**config.mk**
```make
export PLATFORM = sky130hd
export DESIGN_NAME = ps2_key_event_queue
export DESIGN_NICKNAME = d
export VERILOG_FILES = /design/src/rtl/ps2_key_event_queue.sv
export SDC_FILE = /design/constraint.sdc
export NUM_CORES = 1
export LEC_CHECK = 0
export CAP_MARGIN = 30
export CORE_ASPECT_RATIO = 0.9
export CORE_MARGIN = 2
export CORE_UTILIZATION = 40
export CTS_CLUSTER_DIAMETER = 40
export DETAILED_ROUTE_END_ITERATION = 12
export PLACE_DENSITY = 0.54
export SLEW_MARGIN = 20
export SYNTH_ARGS = -nofsm -noshare
export SYNTH_HDL_FRONTEND = slang
export SYNTH_SLANG_ARGS = --single-unit
```
**constraint.sdc**
```tcl
create_clock -name clock -period 4.5 [get_ports clock]
set_input_delay 1.125 -clock clock [delete_from_list [all_inputs] [get_ports clock]]
set_output_delay 1.125 -clock clock [all_outputs]
set_load 0.05 [all_outputs]
```
**src/rtl/ps2_key_event_queue.sv**
```systemverilog
// -----------------------------------------------------------------------------
// ps2_key_event_queue
//
// Turns the PS/2 scan-code byte stream into 10-bit key events and queues them
// in a first-word-fall-through FIFO that the processor pops. It also keeps a
// live bitmap of which configured keys are held down.
//
// Event format: {release, ext, code[7:0]}
//   release = 1 for a break (F0-prefixed) code, 0 for a make code
//   ext     = 1 when the code was E0-prefixed
//
// Extra behaviour on top of plain decoding:
//   - A partial prefix (E0 / F0 / E0 F0) that waits TIMEOUT_CYCLES without a
//     further byte is abandoned, and the decoder returns to idle.
//   - Typematic repeat makes (the same make arriving again while the key is
//     still down) can be filtered out of the FIFO.
//   - A push into a full FIFO that is not matched by a pop sets a sticky
//     overflow flag.
//
// Parameters
//   DEPTH          FIFO entries, power of two, >= 2
//   ADDR_W         log2(DEPTH)
//   NKEYS          number of tracked held-key bits
//   KEY_CODES      10 bits per key, key i at [10i+9:10i]; bit 9 of a slot is
//                  the ext flag, bits 7:0 the scan code, bit 8 is not used
//   TIMEOUT_CYCLES cycles a partial prefix may wait, >= 2
//   REPEAT_FILTER  1 = drop typematic repeat makes, 0 = queue every make
//
// Ports
//   clock            in   system clock
//   resetn           in   asynchronous active-low reset
//   ps2_key_pressed  in   one-cycle strobe, ps2_key_data is valid
//   ps2_key_data     in   received scan-code byte
//   evt_pop          in   consume head event (ignored when empty)
//   ovf_clr          in   clear the overflow flag
//   evt_valid        out  FIFO non-empty
//   evt_data         out  head event, 0 when empty
//   evt_count        out  number of queued events, 0..DEPTH
//   held             out  held[i] = 1 while key KEY_CODES[i] is down
//   overflow         out  sticky: an event was dropped because FIFO was full
// -----------------------------------------------------------------------------
module ps2_key_event_queue #(
    parameter int unsigned         DEPTH          = 8,
    parameter int unsigned         ADDR_W         = 3,
    parameter int unsigned         NKEYS          = 4,
    parameter logic [10*NKEYS-1:0] KEY_CODES      = {10'h274, 10'h26B, 10'h272, 10'h275},
    parameter int unsigned         TIMEOUT_CYCLES = 1_000_000,
    parameter bit                  REPEAT_FILTER  = 1'b1
) (
    input  logic              clock,
    input  logic              resetn,
    input  logic              ps2_key_pressed,
    input  logic [7:0]        ps2_key_data,
    input  logic              evt_pop,
    input  logic              ovf_clr,
    output logic              evt_valid,
    output logic [9:0]        evt_data,
    output logic [ADDR_W:0]   evt_count,
    output logic [NKEYS-1:0]  held,
    output logic              overflow
);

    // -------------------------------------------------------------------------
    // Constants
    // -------------------------------------------------------------------------
    localparam int unsigned     TO_W     = $clog2(TIMEOUT_CYCLES);
    localparam logic [TO_W-1:0] TO_LAST  = TO_W'(TIMEOUT_CYCLES - 1);
    localparam logic [ADDR_W:0] FULL_CNT = (ADDR_W+1)'(DEPTH);
    localparam logic [ADDR_W:0] CNT_ONE  = (ADDR_W+1)'(1);
    localparam logic [ADDR_W-1:0] PTR_ONE = ADDR_W'(1);

    localparam logic [7:0] BYTE_EXT = 8'hE0;
    localparam logic [7:0] BYTE_BRK = 8'hF0;

    typedef enum logic [1:0] {
        S_IDLE,
        S_EXT,
        S_BRK,
        S_EXTBRK
    } state_e;

    // Keyboard self-test / ack / echo / resend responses. They are not key
    // codes and are discarded unless they arrive as the byte after F0.
    function automatic logic is_ctrl_byte(input logic [7:0] b);
        return (b == 8'hAA) || (b == 8'hFA) || (b == 8'hEE) || (b == 8'hFE);
    endfunction

    // -------------------------------------------------------------------------
    // State
    // -------------------------------------------------------------------------
    state_e            state_q, state_d;
    logic [TO_W-1:0]   to_cnt_q;

    logic [8:0]        last_make_q;
    logic              last_live_q;

    logic [NKEYS-1:0]  held_q, held_d;

    logic [9:0]        mem_q [DEPTH];
    logic [ADDR_W-1:0] wr_ptr_q;
    logic [ADDR_W-1:0] rd_ptr_q;
    logic [ADDR_W:0]   count_q;
    logic              overflow_q;

    // Decoded event for the current strobe (valid only on that cycle)
    logic              dec_vld;
    logic [9:0]        dec_evt;

    // -------------------------------------------------------------------------
    // Scan-code decoder: next state and event, combinational on the strobe so
    // the event lands in the FIFO at the following edge.
    // -------------------------------------------------------------------------
    always_comb begin
        // NOTE: every signal written here gets a default first, so no path
        // leaves it unassigned and no latch is inferred.
        state_d = state_q;
        dec_vld = 1'b0;
        dec_evt = {2'b00, ps2_key_data};

        if (ps2_key_pressed) begin
            unique case (state_q)
                S_IDLE: begin
                    if (ps2_key_data == BYTE_EXT) begin
                        state_d = S_EXT;
                    end else if (ps2_key_data == BYTE_BRK) begin
                        state_d = S_BRK;
                    end else if (!is_ctrl_byte(ps2_key_data)) begin
                        dec_vld = 1'b1;
                        dec_evt = {1'b0, 1'b0, ps2_key_data};
                    end
                end
                S_EXT: begin
                    if (ps2_key_data == BYTE_BRK) begin
                        state_d = S_EXTBRK;
                    end else if (ps2_key_data == BYTE_EXT) begin
                        state_d = S_EXT;
                    end else if (is_ctrl_byte(ps2_key_data)) begin
                        state_d = S_IDLE;
                    end else begin
                        state_d = S_IDLE;
                        dec_vld = 1'b1;
                        dec_evt = {1'b0, 1'b1, ps2_key_data};
                    end
                end
                S_BRK: begin
                    if (ps2_key_data == BYTE_EXT) begin
                        state_d = S_EXT;     // new extended sequence restarts decoding
                    end else if (ps2_key_data == BYTE_BRK) begin
                        state_d = S_BRK;
                    end else begin
                        state_d = S_IDLE;
                        dec_vld = 1'b1;
                        dec_evt = {1'b1, 1'b0, ps2_key_data};
                    end
                end
                S_EXTBRK: begin
                    if (ps2_key_data == BYTE_EXT) begin
                        state_d = S_EXT;
                    end else if (ps2_key_data == BYTE_BRK) begin
                        state_d = S_EXTBRK;
                    end else begin
                        state_d = S_IDLE;
                        dec_vld = 1'b1;
                        dec_evt = {1'b1, 1'b1, ps2_key_data};
                    end
                end
                default: state_d = S_IDLE;
            endcase
        end else if (state_q != S_IDLE && to_cnt_q == TO_LAST) begin
            // Prefix abandoned: the keyboard stopped mid-sequence.
            state_d = S_IDLE;
        end
    end

    // Decoder state and prefix timeout counter. The counter only runs while
    // a prefix is pending with no new byte.
    always_ff @(posedge clock or negedge resetn) begin
        if (!resetn) begin
            // NOTE: sequential state uses non-blocking assignments so every
            // register samples the pre-edge values of all others.
            state_q  <= S_IDLE;
            to_cnt_q <= '0;
        end else begin
            state_q <= state_d;
            if (ps2_key_pressed || state_q == S_IDLE || to_cnt_q == TO_LAST) begin
                to_cnt_q <= '0;
            end else begin
                to_cnt_q <= to_cnt_q + TO_W'(1);
            end
        end
    end

    // -------------------------------------------------------------------------
    // Held-key bitmap: follows every decoded event, before the repeat filter
    // and regardless of FIFO space.
    // -------------------------------------------------------------------------
    always_comb begin
        held_d = held_q;
        if (dec_vld) begin
            for (int i = 0; i < NKEYS; i++) begin
                if (dec_evt[8]   == KEY_CODES[10*i+9] &&
                    dec_evt[7:0] == KEY_CODES[10*i +: 8]) begin
                    held_d[i] = ~dec_evt[9];
                end
            end
        end
    end

    always_ff @(posedge clock or negedge resetn) begin
        if (!resetn) begin
            held_q <= '0;
        end else begin
            held_q <= held_d;
        end
    end

    // -------------------------------------------------------------------------
    // Typematic repeat filter. last_make_q remembers the most recent queued
    // make; it stays armed (live) until the matching break arrives.
    // -------------------------------------------------------------------------
    logic repeat_hit;
    logic push;

    assign repeat_hit = REPEAT_FILTER && dec_vld && !dec_evt[9] &&
                        last_live_q && (dec_evt[8:0] == last_make_q);
    assign push       = dec_vld && !repeat_hit;

    always_ff @(posedge clock or negedge resetn) begin
        if (!resetn) begin
            last_make_q <= '0;
            last_live_q <= 1'b0;
        end else if (dec_vld && !dec_evt[9] && !repeat_hit) begin
            last_make_q <= dec_evt[8:0];
            last_live_q <= 1'b1;
        end else if (dec_vld && dec_evt[9] && dec_evt[8:0] == last_make_q) begin
            last_live_q <= 1'b0;
        end
    end

    // -------------------------------------------------------------------------
    // First-word-fall-through FIFO
    // -------------------------------------------------------------------------
    logic fifo_full;
    logic do_pop;
    logic do_push;
    logic drop;

    assign fifo_full = (count_q == FULL_CNT);
    assign do_pop    = evt_pop && (count_q != '0);
    // A full FIFO still accepts a push when the head leaves on the same edge.
    assign do_push   = push && (!fifo_full || do_pop);
    assign drop      = push && fifo_full && !do_pop;

    // NOTE: the storage array has no reset; only the pointers and count are
    // reset, and evt_data is masked to 0 while the FIFO is empty.
    always_ff @(posedge clock) begin
        if (do_push) begin
            mem_q[wr_ptr_q] <= dec_evt;
        end
    end

    always_ff @(posedge clock or negedge resetn) begin
        if (!resetn) begin
            wr_ptr_q <= '0;
            rd_ptr_q <= '0;
            count_q  <= '0;
        end else begin
            if (do_push) begin
                wr_ptr_q <= wr_ptr_q + PTR_ONE;   // DEPTH is a power of two: wraps naturally
            end
            if (do_pop) begin
                rd_ptr_q <= rd_ptr_q + PTR_ONE;
            end
            unique case ({do_push, do_pop})
                2'b10:   count_q <= count_q + CNT_ONE;
                2'b01:   count_q <= count_q - CNT_ONE;
                default: count_q <= count_q;
            endcase
        end
    end

    // Sticky overflow; a new drop wins over a clear in the same cycle.
    always_ff @(posedge clock or negedge resetn) begin
        if (!resetn) begin
            overflow_q <= 1'b0;
        end else if (drop) begin
            overflow_q <= 1'b1;
        end else if (ovf_clr) begin
            overflow_q <= 1'b0;
        end
    end

    // -------------------------------------------------------------------------
    // Outputs
    // -------------------------------------------------------------------------
    assign evt_valid = (count_q != '0);
    assign evt_data  = evt_valid ? mem_q[rd_ptr_q] : 10'h000;
    assign evt_count = count_q;
    assign held      = held_q;
    assign overflow  = overflow_q;

endmodule
```
==> impl_metrics.toml, run 1 <==
[outcome]
status = "complete, no violations"

[drt]
drtAntennaViolNets = 0
routedWlPerCell_um = 18.33
drc = 0
route.met3.wl_um = 432
viasPerCell = 5.275
drt-initial-drc-count = 254
drt_wl_total_mm = 11.35
dr_total_vias = 3265
drtPass1Iterations = 4
wl_met1_mm = 5.442
wl_met2_mm = 5.309
top_layer = "met4"

[pwr]
p_leak_nw = 2.558
powerDensity_nw_per_um2 = 638.7
vdd_drop_max_v = 0.0002903
p_total_w = 0.004361

[global_route]
grt_pass1_vias = 3355
grt_pass1_wl_mm = 18.51
overflow = 0
grt_max_degree = 30
antenna_found_initial = 0
grt_usage = 0.1707

[clocking]
cts.sinks = 127
htreeDepth = 4
cts.clk_slew.worst_paths_ns = 0.06
cts_buffer_depth = 2
cts_setup_buffers = 0
cts-root-buf = "clkbuf_16"
clkLatencyLatePin_ns = 0.41
cts_tree = "done"
cts_resized = 0
hold_buffers = 0
numCtsBuffers = 17

[die]
die_h_um = 115.8
rows = 40
die_w_um = 128.2
core-area_um2 = 13460
dieArea_um2 = 14840
start_util = 0.4125
ios = 33

[min_path]
hold_class = "reg2reg"
holdCritStartpoint = "to_cnt_q[0]"

[yosys]
synth_cell_types = 47
synthesis.nets = 393
seq_area_frac_synth = 0.6444
synth-main-ff-cell = "edfxtp_1"
async_flop_share = 0.3701
ys_warn_count = 0
synth_cells = 374
synthesis.area_um2 = 5553
synth_edf_count = 80
syn_avg_cell_area_um2 = 14.85
ys_seq_elements = 127

[worst_setup_path]
worstPathArrival_ns = 2.69
worstPathRequired_ns = 3.38
worstSetupStartpointType = "register"
startpoint = "rd_ptr_q[1]"
criticalPathCategory = "reg2out"
r2r_start = "state_q[0]"
critPathMaxFanout = 13
end_kind = "output port"

[sta]
period_needed_ns = 3.817
slew_viol_final = 0
fin_setup_tns_ns = 0
rsz0062_at_grt = "no"
tightest_slew_ns = 0.7112
relSlewSlack = 0.5259
fin_crit_sh = 0.8482
finalSetupViolCount = 0
hold_viol = 0
fmax_mhz = 262.0
final.setup_skew_ns = 0.005650

[placed_design]
place_congestion = 0.7894
dpl.hpwl_mm = 7.642
io_buffers = 32

[finish]
antenna_cells = 0
drive_gt1_frac = 0.2195
final_nets = 457
nFillCells = 1122
syn_to_final_growth_pct = 22.96

[run]
cap_violations = 0
cell usage after synthesis (2+ instances only):
master / n / area, µm²
edfxtp_1: 80 / 2402
mux2_2: 12 / 135.1
or4_1: 3 / 22.52
and2_1: 4 / 25.02
buf_2: 4 / 20.02
clkbuf_1: 4 / 15.01
nand2b_1: 2 / 12.51
nand4_1: 9 / 56.30
nor4b_1: 4 / 35.03
nand3_1: 6 / 30.03
o22ai_1: 2 / 12.51
mux4_2: 20 / 450.4
mux2i_1: 13 / 130.1
o21ai_0: 4 / 20.02
inv_1: 11 / 41.29
nand2_1: 24 / 90.09
dfrtp_1: 47 / 1176
nand3b_1: 2 / 15.01
xor2_1: 25 / 219.0
nor3b_1: 5 / 37.54
a31oi_1: 2 / 12.51
a21oi_1: 5 / 25.02
xnor2_1: 9 / 78.83
ha_1: 5 / 62.56
nor3_1: 4 / 20.02
nor2_1: 43 / 161.4
nor4_1: 3 / 18.77
nand4b_1: 3 / 26.28
per-layer routing:
metal | track usage | vias up
met5 | 0 | -
met4 | 0.06593 | 0
met2 | 0.2550 | 52
met1 | 0.2394 | 1678
li1 | - | 1523
met3 | 0.04755 | 12
cell type report:
type	count	area, µm²	area share
flip-flops and latches	127	3578	0.5241
multi-input cells	225	1907	0.2793
repair buffers	56	495.5	0.07257
clock buffers	23	489.2	0.07165
well taps	168	210.2	0.03079
clock inverters	9	106.4	0.01558
inverters	11	41.29	0.006047
where the power goes:
group	switching (W)	internal (W)
clock network	0.000487	0.000876
logic	0.000818	0.000585
registers	0.000150	0.00145
cells by family after synthesis:
group | share of synthesized area
AO/OA/AOI/OAI | 0.02682
XOR/XNOR | 0.05363
adder cells (fa/ha/maj) | 0.01487
buffers and inverters | 0.01667
flip-flops | 0.6444
multiplexers | 0.1289
AND/OR/NAND/NOR | 0.1147
per-stage QoR:
stage          setup WS [ns]  hold WS [ns]  area, µm²  std cells    util
2_1_floorplan         0.7876        0.4245       5553        374       -
6_report              0.6833        0.4722       6828        619  0.5072
4_1_cts               0.6206        0.4654       6828        619  0.5072
3_5_place_dp          0.4037        0.4514       6232        587  0.4629
3_3_place_gp          0.5024        0.4407       6232        587  0.4629
5_1_grt               0.4971        0.4995       6828        619  0.5072
worst max-delay path, stage by stage, from the launching register on:
cell	delay [ns]
dfrtp_1	0.72
buf_4	0.31
mux4_2	0.33
mux2i_1	0.14
nor2_1	0.06
clkdlybuf4s50_1	0.69
state kept, by name, summed over array words and instances, names as in the netlist:
signal and count:
last_live_q 1, to_cnt_q 20, rd_ptr_q 3, held 4
wr_ptr_q 3, mem_q 80, last_make_q 9, overflow 1
state_q 2, evt_count 4
path summary, 6_finish.rpt:
path	end	slack (ns)	depth (start not counted)
min reg2reg	to_cnt_q[0]	0.47	1
max	evt_data[0]	0.68	5
min in group asynchronous	rd_ptr_q[0]	0.66	1
max in group asynchronous	last_make_q[2]	3.09	2
min	to_cnt_q[0]	0.47	1
max reg2reg	evt_count[3]	1.88	12
layout by cell type, fill, tap and decap left out, drive strengths merged, types with 4 or more instances in the layout:
cell           instances
clkbuf                23
nor3b                  5
edfxtp                80
clkdlybuf4s50         31
nand4                 10
and2                   4
buf                   25
nor4                   4
o21ai                  6
nand2                 24
nor4b                  4
mux2i                 13
mux2                  12
mux4                  20
a21oi                  5
ha                     5
nor2                  43
nor3                   4
nand3                  7
dfrtp                 47
xor2                  25
xnor2                  9
inv                   12
Power figures use the tool's default switching activity.
==> inputs of run 2 (changes only) <==
--- a/config.mk
+++ b/config.mk
@@ -11,7 +11,7 @@
 export CORE_UTILIZATION = 40
 export CTS_CLUSTER_DIAMETER = 40
 export DETAILED_ROUTE_END_ITERATION = 12
-export PLACE_DENSITY = 0.54
+export PLACE_DENSITY = 0.56
 export SLEW_MARGIN = 20
 export SYNTH_ARGS = -nofsm -noshare
 export SYNTH_HDL_FRONTEND = slang
==> constraint.sdc (replaced) <==
create_clock -name clock -period 3.4 [get_ports clock]
set_input_delay 0.85 -clock clock [delete_from_list [all_inputs] [get_ports clock]]
set_output_delay 0.85 -clock clock [all_outputs]
set_load 0.05 [all_outputs]
==> impl_metrics.toml, run 2 (same netlist as run 1, synthesis figures left out) <==
[outcome]
status = "complete, no violations"

[placed_design]
dpl.hpwl_mm = 7.454
place_congestion = 0.8024
io_buffers = 32

[finish]
drive_gt1_frac = 0.2803
mostFrequentLayoutCells = "80 x edfxtp_1, 52 x buf_4, 47 x dfrtp_1"
largestRegisters = "mem_q: 80 flops, to_cnt_q: 20 flops, last_make_q: 9 flops"
syn_to_final_growth_pct = 25.91
final_nets = 477
final_common_cell = "edfxtp_1"
antenna_cells = 0
largest_register_ffs = 80
regMostFlops = "mem_q"

[global_route]
overflow = 0
grt_pass1_vias = 3410
grt_max_degree = 31
grt_pass1_wl_mm = 17.84
antenna_found_initial = 0
grt_usage = 0.1640

[worst_setup_path]
path_buf_inv = 2
cp.depth = 13
startpoint = "ps2_key_data[1]"
worst-r2r-cell-count = 12
cp_slowest_cell = "clkdlybuf4s50_1"
end_kind = "register"
worstPathArrival_ns = 3.44
r2r-end = "evt_count[3]"
worstPathRequired_ns = 3.74
worstSetupStartpointType = "primary input"
cp_cell_sequence = "clkdlybuf4s50_1 > nor4b_1 > and2b_2 > nor2b_1 > o21ai_4 > nand2_1 > inv_1 > ha_1 > a21o_1 > a21oi_1 > nand2_1 > mux2i_1 > xor2_1"
r2r_slack_ns = 0.81
critPathMaxFanout = 4
criticalPathCategory = "in2reg"
cp_slowest_stage_delay_ns = 0.48
r2r_start = "evt_count[2]"
crit_family = "simple AND/OR/NAND/NOR gates"
crit_top_cell = "nand2_1"

[drt]
drtAntennaViolNets = 0
drc = 0
dr_total_vias = 3299
drtPass1Iterations = 4
routedWlPerCell_um = 17.26
drt_wl_total_mm = 11.03
viasPerCell = 5.163
drt-initial-drc-count = 204

[die]
core-area_um2 = 13460
start_util = 0.4125
die_h_um = 115.8
rows = 40
die_w_um = 128.2
dieArea_um2 = 14840
ios = 33

[clocking]
numCtsBuffers = 17
cts-root-buf = "clkbuf_16"
cts_buffer_depth = 2
hold_buffers = 0
cts_tree = "done"
clkLatencyLatePin_ns = 0.42
cts_setup_buffers = 0
cts_resized = 0
cts.clk_slew.worst_paths_ns = 0.06
htreeDepth = 4
cts.sinks = 127

[sta]
fin_hold_ws_ns = 0.3803
tightest_slew_ns = 0.7358
final.setup_skew_ns = 0.005441
relSlewSlack = 0.5095
fin_crit_sh = 0.9113
rsz0062_at_grt = "no"
finalSetupViolCount = 0
fmax_mhz = 322.7
period_needed_ns = 3.098
slew_viol_final = 0
hold_viol = 0

[pwr]
netSwitchingPower_w = 0.001967
vdd_drop_max_v = 0.0004604
combPwrFrac = 0.319
p_leak_nw = 2.678
powerDensity_nw_per_um2 = 829.6
p_total_w = 0.005800
p_int_w = 0.003834
seqPwrFrac = 0.363
p_clk_frac = 0.318
switching_share = 0.3391

[min_path]
hold_class = "in2async"

[run]
cap_violations = 0
## run 2: cell count changes in the layout (fill, tap and decap cells not counted), sizes merged
cell           change
inv                +3
bufinv             +1
clkinv             +2
clkdlybuf4s50     -10
buf               +30
clkbuf             -6
## run 2: stage by stage
step	worst slack, ns	util	std cells	area, µm²	setup TNS, ns
after floorplan	0.1193	-	374	5565	0
after global placement	-0.1016	0.4726	606	6362	-0.1074
after detailed placement	-0.1685	0.4741	607	6382	-0.2175
after CTS	0.2695	0.5193	639	6992	0
after global routing	0.08962	0.5193	639	6992	0
final	0.3015	0.5193	639	6992	0
## run 2: worst max-delay path by stage
| stage | end | slack (ns) |
|---|---|---|
| 3_3_place_gp | evt_count[3] | -0.10 |
| 2_1_floorplan | mem_q[0][0] | 0.12 |
| 3_5_place_dp | evt_count[3] | -0.17 |
| 4_1_cts | evt_valid | 0.27 |
| 5_1_grt | evt_count[3] | 0.09 |
| 6_report | evt_count[3] | 0.30 |
## run 2: per-layer routing
layer | part of all wire | global-route usage | wire, µm
met1 | 0.46 | 0.2069 | 5037
met2 | 0.49 | 0.2709 | 5382
met3 | 0.042 | 0.04940 | 466
met4 | 0.013 | 0.05934 | 142
met5 | 0 | 0 | 0
## run 2: area by class of cell
type	instances	area (µm²)
Fill cell	1130	6471
Tap cell	168	210.2
Multi-Input combinational cell	225	1907
Sequential cell	127	3578
Clock inverter	15	183.9
Clock buffer	17	425.4
Timing Repair Buffer	76	645.6
Inverter	11	41.29
## run 2: power groups by stage
stage / clock [W] / sequential [W] / combinational, W
4_1_cts: 0.00189 / 0.00211 / 0.00188
3_3_place_gp: 0 / 0.00213 / 0.00187
2_1_floorplan: 0 / 0.00212 / 0.00127
3_5_place_dp: 0 / 0.00214 / 0.00188
6_report: 0.00185 / 0.00210 / 0.00185
5_1_grt: 0.00195 / 0.00214 / 0.00198
==> inputs of run 3 (changes only) <==
==> constraint.sdc (replaced) <==
create_clock -name clock -period 2.66 [get_ports clock]
set_input_delay 0.665 -clock clock [delete_from_list [all_inputs] [get_ports clock]]
set_output_delay 0.665 -clock clock [all_outputs]
set_load 0.05 [all_outputs]
==> impl_metrics.toml, run 3 (same netlist as run 1, synthesis figures left out) <==
[outcome]
status = "complete, no violations"

[global_route]
antenna_found_initial = 0
grt_usage = 0.1746
grt_pass1_wl_mm = 19.08
grt_pass1_vias = 3462
overflow = 0
grt_max_degree = 39

[sta]
fin_hold_ws_ns = 0.09888
tightest_slew_ns = 0.5522
rsz0062_at_grt = "yes"
fin_crit_sh = 0.9820
finalSetupViolCount = 0
fin_setup_tns_ns = 0
period_needed_ns = 2.612
slew_viol_final = 0
worst_slack_ns = 0.04777
final.setup_skew_ns = 0.006549
fmax_mhz = 382.8
relSlewSlack = 0.6319
hold_viol = 0

[finish]
syn_to_final_growth_pct = 31.03
final_cells = 664
nFillCells = 1099
final_nets = 502
final_common_cell = "edfxtp_1"
mostFrequentLayoutCells = "80 x edfxtp_1, 65 x buf_4, 46 x dfrtp_1"
largest_register_ffs = 80
antenna_cells = 0
drive_gt1_frac = 0.3407
regMostFlops = "mem_q"
largestRegisters = "mem_q: 80 flops, to_cnt_q: 20 flops, last_make_q: 9 flops"

[worst_setup_path]
criticalPathCategory = "reg2out"
worstPathRequired_ns = 2.00
end_kind = "output port"
worstSetupStartpointType = "register"
worstPathArrival_ns = 1.95
critPathMaxFanout = 11

[placed_design]
io_buffers = 32
place_congestion = 0.8004
pre_cts_ws_ns = -0.6325
dp.cells = 621
dpl.hpwl_mm = 7.933

[clocking]
htreeDepth = 4
clkLatencyLatePin_ns = 0.42
cts.clk_slew.worst_paths_ns = 0.06
cts-root-buf = "clkbuf_16"
cts_buffer_depth = 2
numCtsBuffers = 17
hold_buffers = 0
cts.sinks = 127
cts_tree = "done"

[die]
die_w_um = 128.2
rows = 40
die_h_um = 115.8
core-area_um2 = 13460
start_util = 0.4125
dieArea_um2 = 14840
ios = 33

[pwr]
p_leak_nw = 2.841
powerDensity_nw_per_um2 = 1046
p_total_w = 0.007612
vdd_drop_max_v = 0.0005314

[min_path]
hold_class = "in2async"

[drt]
drtAntennaViolNets = 0
routedWlPerCell_um = 18.13
dr_total_vias = 3429
drc = 0
drt_wl_total_mm = 12.04
viasPerCell = 5.164
drt-initial-drc-count = 162
drtPass1Iterations = 4

[run]
cap_violations = 0
[run 3: power by group]
group / switching (W) / internal, W
Combinational: 0.00155 / 0.00124
Sequential: 0.000235 / 0.00245
Clock: 0.000856 / 0.00128
Total: 0.00264 / 0.00497
[run 3: stage by stage]
| step | utilization | cell area, µm² |
|---|---|---|
| 2_1_floorplan | - | 5625 |
| 3_3_place_gp | 0.4844 | 6521 |
| 3_5_place_dp | 0.4844 | 6521 |
| 4_1_cts | 0.5320 | 7162 |
| 5_1_grt | 0.5404 | 7276 |
| 6_report | 0.5404 | 7276 |
[run 3: final timing paths]
kind                                startpoint  cells after the start  slack [ns]        endpoint
worst max-delay path               rd_ptr_q[0]                      5        0.05     evt_data[4]
worst min-delay path                    resetn                      1         0.1     rd_ptr_q[1]
worst max register to register  last_make_q[2]                     12        0.25    evt_count[3]
worst min register to register     to_cnt_q[0]                      1        0.45     to_cnt_q[0]
max in group asynchronous               resetn                      2        2.11  last_make_q[1]
min in group clock                 to_cnt_q[0]                      1        0.45     to_cnt_q[0]
[run 3: worst max-delay path: stages (launching register included)]
cell	delay, ns
dfrtp_2	0.39
buf_12	0.16
mux4_2	0.52
mux2i_1	0.22
nor2_1	0.08
buf_6	0.16
[run 3: timing repair]
item,in CTS,in global routing
buffers inserted,4,3
pin swaps,4,4
endpoints found under the setup margin,76,28
gates cloned,1,2
resized for setup,21,15
[run 3: layout make-up]
type	count	area, µm²	area share
sequential	127	3580	0.4920
multi-input combinational	225	2014	0.2769
timing repair buffer	101	883.3	0.1214
clock buffer	19	432.9	0.05950
tap	168	210.2	0.02889
clock inverter	13	113.9	0.01565
inverter	11	41.29	0.005675
[run 3: layer usage]
layer  global-route usage  share of wire  up-vias
li1                     -              -     1618
met1               0.2403           0.48     1743
met2               0.2702           0.48       50
met3              0.04155          0.026       18
met4              0.07033          0.015        0
met5                    0              0        -
